File: config.mk
export PLATFORM = sky130hd
export DESIGN_NAME = pit_irq_ctrl
export DESIGN_NICKNAME = d
export VERILOG_FILES = /design/src/rtl/pit_irq_ctrl.sv
export SDC_FILE = /design/constraint.sdc
export NUM_CORES = 1
export LEC_CHECK = 0
export BUFFER_PORTS_ARGS = -buffer_cell sky130_fd_sc_hd__buf_2
export CORE_ASPECT_RATIO = 0.9
export CORE_MARGIN = 2
export CORE_UTILIZATION = 62
export CTS_BUF_LIST = sky130_fd_sc_hd__clkbuf_4
export DETAILED_ROUTE_END_ITERATION = 12
export PLACE_DENSITY = 0.87
export SKIP_LAST_GASP = 1
export SYNTH_ARGS = -nofsm -noshare
export SYNTH_HDL_FRONTEND = slang
export SYNTH_SLANG_ARGS = --single-unit
File: constraint.sdc
create_clock -name clk -period 3.2 [get_ports clk]
set_input_delay 0.48 -clock clk [delete_from_list [all_inputs] [get_ports clk]]
set_output_delay 0.48 -clock clk [all_outputs]
set_load 0.02 [all_outputs]
File: src/rtl/pit_irq_ctrl.sv
// pit_irq_ctrl
//   Captures one-cycle interrupt pulses (source 0 is the interval timer) into
//   pending bits. Pending bits gated by MASK are presented one at a time, in
//   fixed priority order (lowest index first), over a valid/ack handshake.
//   Repeated pulses on an already-pending source bump a saturating per-source
//   overflow counter.
//
// Ports
//   clk        sole clock, rising edge
//   rst        asynchronous active-high reset, clears all state
//   irq_in     per-source event pulses, sampled every cycle
//   reg_we     register write strobe
//   reg_addr   0 MASK, 1 PENDING (W1C), 2 OVF_SEL, 3 OVF_CNT (write clears)
//   reg_wdata  write data
//   reg_rdata  combinational read data (pre-write value on a write cycle)
//   irq_valid  an interrupt is being presented
//   irq_id     index of the presented source
//   irq_ack    consumer accepts the presented interrupt
module pit_irq_ctrl #(
  parameter int NUM_SRC = 4,
  parameter int OVF_W   = 4
) (
  input  logic               clk,
  input  logic               rst,
  input  logic [NUM_SRC-1:0] irq_in,
  input  logic               reg_we,
  input  logic [1:0]         reg_addr,
  input  logic [7:0]         reg_wdata,
  output logic [7:0]         reg_rdata,
  output logic               irq_valid,
  output logic [2:0]         irq_id,
  input  logic               irq_ack
);

  localparam logic [1:0] ADDR_MASK = 2'd0;
  localparam logic [1:0] ADDR_PEND = 2'd1;
  localparam logic [1:0] ADDR_SEL  = 2'd2;
  localparam logic [1:0] ADDR_OVF  = 2'd3;

  localparam logic [OVF_W-1:0] OVF_MAX = '1;

  typedef enum logic {
    ST_IDLE,
    ST_PRESENT
  } state_t;

  state_t             state_reg, state_next;
  logic [NUM_SRC-1:0] mask_reg, mask_next;
  logic [NUM_SRC-1:0] pend_reg, pend_next;
  logic [2:0]         sel_reg, sel_next;
  logic [2:0]         id_reg, id_next;
  logic [OVF_W-1:0]   ovf_reg  [NUM_SRC];
  logic [OVF_W-1:0]   ovf_next [NUM_SRC];

  logic               wr_mask, wr_pend, wr_sel, wr_ovf;
  logic               ack_fire;
  logic [NUM_SRC-1:0] id_match, sel_match, clr_vec, req_vec;
  logic               cur_live;
  logic [2:0]         low_idx;
  logic [OVF_W-1:0]   ovf_rd;

  // Only some write-data bits are meaningful for small NUM_SRC.
  logic unused_wdata;
  assign unused_wdata = ^reg_wdata;

  assign wr_mask = reg_we && (reg_addr == ADDR_MASK);
  assign wr_pend = reg_we && (reg_addr == ADDR_PEND);
  assign wr_sel  = reg_we && (reg_addr == ADDR_SEL);
  assign wr_ovf  = reg_we && (reg_addr == ADDR_OVF);

  // An ack only counts while something is actually being presented.
  assign ack_fire = (state_reg == ST_PRESENT) && irq_ack;

  generate
    for (genvar gi = 0; gi < NUM_SRC; gi++) begin : g_src
      assign id_match[gi]  = (id_reg == 3'(gi));
      assign sel_match[gi] = (sel_reg == 3'(gi));

      // Clear sources: W1C write or acceptance of this source's presentation.
      assign clr_vec[gi] = (wr_pend && reg_wdata[gi]) || (ack_fire && id_match[gi]);

      // A new event always wins over a simultaneous clear.
      assign pend_next[gi] = irq_in[gi] | (pend_reg[gi] & ~clr_vec[gi]);

      // An event on a pending bit that is not being cleared is a lost event.
      // The explicit counter clear takes precedence over a same-cycle bump.
      assign ovf_next[gi] =
          (wr_ovf && sel_match[gi]) ? '0 :
          (irq_in[gi] && pend_reg[gi] && !clr_vec[gi] && (ovf_reg[gi] != OVF_MAX))
            ? ovf_reg[gi] + 1'b1 : ovf_reg[gi];
    end
  endgenerate

  assign mask_next = wr_mask ? reg_wdata[NUM_SRC-1:0] : mask_reg;
  assign sel_next  = wr_sel  ? reg_wdata[2:0]         : sel_reg;

  assign req_vec  = pend_reg & mask_reg;
  // The presented source is still both pending and enabled.
  assign cur_live = |(id_match & req_vec);

  // Fixed priority: scan downward so the lowest requesting index wins.
  always_comb begin
    low_idx = '0;
    for (int i = NUM_SRC - 1; i >= 0; i--) begin
      if (req_vec[i]) begin
        low_idx = 3'(i);
      end
    end
  end

  always_comb begin
    state_next = state_reg;
    id_next    = id_reg;
    case (state_reg)
      ST_IDLE: begin
        if (|req_vec) begin
          state_next = ST_PRESENT;
          id_next    = low_idx;
        end
      end
      ST_PRESENT: begin
        // Ack takes priority over withdrawal; withdrawal sees register
        // writes one cycle after they were issued.
        if (irq_ack) begin
          state_next = ST_IDLE;
        end else if (!cur_live) begin
          state_next = ST_IDLE;
        end
      end
      default: begin
        state_next = ST_IDLE;
      end
    endcase
  end

  always_ff @(posedge clk or posedge rst) begin
    if (rst) begin
      state_reg <= ST_IDLE;
      id_reg    <= '0;
      mask_reg  <= '0;
      pend_reg  <= '0;
      sel_reg   <= '0;
      for (int i = 0; i < NUM_SRC; i++) begin
        ovf_reg[i] <= '0;
      end
    end else begin
      state_reg <= state_next;
      id_reg    <= id_next;
      mask_reg  <= mask_next;
      pend_reg  <= pend_next;
      sel_reg   <= sel_next;
      for (int i = 0; i < NUM_SRC; i++) begin
        ovf_reg[i] <= ovf_next[i];
      end
    end
  end

  // OVF_SEL values beyond the implemented sources read back a zero count.
  always_comb begin
    ovf_rd = '0;
    for (int i = 0; i < NUM_SRC; i++) begin
      if (sel_match[i]) begin
        ovf_rd = ovf_reg[i];
      end
    end
  end

  always_comb begin
    reg_rdata = '0;
    case (reg_addr)
      ADDR_MASK: reg_rdata = 8'(mask_reg);
      ADDR_PEND: reg_rdata = 8'(pend_reg);
      ADDR_SEL:  reg_rdata = 8'(sel_reg);
      ADDR_OVF:  reg_rdata = 8'(ovf_rd);
      default:   reg_rdata = '0;
    endcase
  end

  assign irq_valid = (state_reg == ST_PRESENT);
  assign irq_id    = id_reg;

endmodule

==> impl_metrics.yaml <==
timing:
  rsz0062_at_grt: "no"
  setup_viol: 0
  fin_crit_sh_pct: 84.3
  setup_slack_ns: 0.502
  finalHoldViolCount: 0
  fin_tns_setup_ns: 0
  worst_pin_slew_ns: 1.12
  skew_ns: 0.0170
  fmax_mhz: 371
  relSlewSlack_pct: 25.3
  min_period_ns: 2.70
  report.final.slew_viol_count: 0
finish:
  fillers: 211
  utilization_pct: 71.3
  n_antenna_cell: 0
  drive_gt1_share_pct: 25.9
  syn_to_final_growth_pct: 8.60
  largest_reg_flops: 16
  nNetsFinal: 211
setup_path:
  criticalPathCategory: "register to primary output"
  worst_ep_arrival_time_ns: 2.22
  cp_max_fo: 9
  endpoint_kind: "primary output"
  r2r_cells: 4
  critPathLaunch: "sel_reg[0]"
  worst-r2r-setup-slack_ns: 1.25
  reg2reg_to: "ovf_reg[15]"
  worstSetupStartpointType: "register"
  worstSetupEndpoint: "reg_rdata[2]"
  reg2reg_from: "irq_id[0]"
  cp_data_required_time_ns: 2.72
placed_design:
  post-place-ws_ns: 0.878
  portBuffers: 20
  gp_congestion: 0.856
  dp_hpwl_um: 2970
route:
  drt_wl_total_um: 4000
  num_vias: 1448
  via_per_inst: 6.32
  drtAntennaViolNets: 0
  drtPass1Iterations: 4
  drt_iter0_markers: 62
  drc_errors: 0
  wl_per_cell_um: 17.5
power:
  vdd_drop_max_mv: 0.396
  finalPower_uw: 1560
  p_per_area_mw_per_mm2: 797
  p_leak_uw: 0.000882
cts:
  cts_buffers: 5
  cts_sinks: 30
  path_clk_slew_ns: 0.11
  root_buffer: "clkbuf_4"
  h-tree-depth: 2
  clk_path_buf_depth: 2
  cts_resized: 0
  clock_latency_ns: 0.35
  postCtsSetupRepairBufs: 0
  cts_hold_buf: 0
  tritoncts: "done"
synthesis:
  synth.distinct_cells: 46
  yosys-top-cells-area: "dfrtp_1 (42%), mux4_2 (8.7%), mux2_2 (4.4%)"
  avgSynthCellArea_um2: 10.7
  synth_ff_type: "dfrtp_1"
  yosysWarnings: 0
  synthArstFlopShare_pct: 100
  ys_seq_area_share_pct: 41.6
  yosysMostFrequentCell: "dfrtp_1"
  synth-seq-cells: 30
  synth_area_mm2: 0.00180
  synthTopCellsByCount: "dfrtp_1 (30), nor2_1 (11), nand2_1 (9)"
  yosysTopAreaCellShare_pct: 41.6
  yosysTopAreaCell: "dfrtp_1"
  synth_edf_count: 0
  netlist_instances: 168
hold_path:
  hp-class: "input pin to register"
floorplanning:
  start_util_pct: 65.7
  die-area_mm2: 0.00336
  die_w_um: 60.9
  die_h_um: 55.2
  core_mm2: 0.00275
  rows: 18
  ios: 30
global_route:
  overflow: 0
  grt_pass1_wl_um: 6420
  grt_start_max_net_pins: 31
  antenna_found_initial: 0
  first_global_vias: 1373
  grt_usage_pct: 27.4
status:
  outcome: "finished clean"
run:
  maxCapViolCount: 0
## cell usage in the layout, fill, tap and decap left out, types with 3 or more instances in the layout
cell type and count:
and2_1 3, mux2_2 7, buf_2 20, nand3_1 7, a21oi_1 6, nand4_1 5
nor2_1 11, nor2b_1 4, ha_1 4, o21ai_0 7, mux2i_1 6, clkbuf_4 5
nand2_1 9, conb_1 5, inv_1 7, and3_1 4, nand4b_1 5, or3_1 5
and4b_1 3, mux4_2 7, dfrtp_1 30
## per-layer routing
metal | global-route usage (%) | part of all wire (%) | vias to the layer above
met5 | 0 | 0 | -
li1 | - | - | 664
met1 | 33.2 | 43 | 730
met4 | 8.33 | 0.73 | 0
met3 | 9.77 | 5.6 | 4
met2 | 46.2 | 51 | 50
## stage by stage
stage               instances  cell area (um2)  hold WS, ns
floorplan                 172             1820        0.498
global placement          222             1910        0.518
detailed placement        222             1910        0.541
CTS                       229             1960        0.304
global route              229             1960        0.318
finish                    229             1960        0.314
## kinds of logic (layout without fill, tap and decap cells)
family / Yosys count / count (layout) / synth area share (%)
simple gates: 66 / 66 / 22.6
flops: 30 / 30 / 41.6
compound gates: 26 / 26 / 9.78
mux: 20 / 20 / 16.4
buf+inv: 17 / 34 / 4.65
fa+ha+maj: 4 / 4 / 2.77
xor+xnor: 4 / 4 / 1.94
other cells: 1 / 5 / 0.208
## critical path, stage by stage (launching register included)
cell and delay (ns):
dfrtp_1 0.55, mux4_2 0.53, nor2b_1 0.14, mux4_2 0.47, buf_2 0.17
## where the power goes
group	total, uW	switching (uW)	internal [uW]
sequential	733	208	525
combinational	613	295	318
clock	216	137	78.8
## worst min-delay path by stage
stage                           start     endpoint  slack (ns)  cells after the start
after floorplan           mask_reg[2]  mask_reg[2]        0.50                      1
after global placement    mask_reg[2]  mask_reg[2]        0.52                      1
after detailed placement  mask_reg[2]  mask_reg[2]        0.54                      1
after CTS                   irq_in[0]  pend_reg[0]        0.30                      2
after global routing        irq_in[0]  pend_reg[0]        0.32                      2
final                       irq_in[0]  pend_reg[0]        0.31                      2
## cell type report
| type | count | area (um2) | area share (%) |
|---|---|---|---|
| flip-flops and latches | 30 | 751 | 38.3 |
| well taps | 40 | 50.0 | 2.55 |
| multi-input cells | 125 | 985 | 50.3 |
| inverters | 7 | 26.3 | 1.34 |
| clock inverters | 2 | 10.0 | 0.511 |
| clock buffers | 5 | 37.5 | 1.92 |
| repair buffers | 20 | 100 | 5.11 |
(Power assumes the default switching activity.)
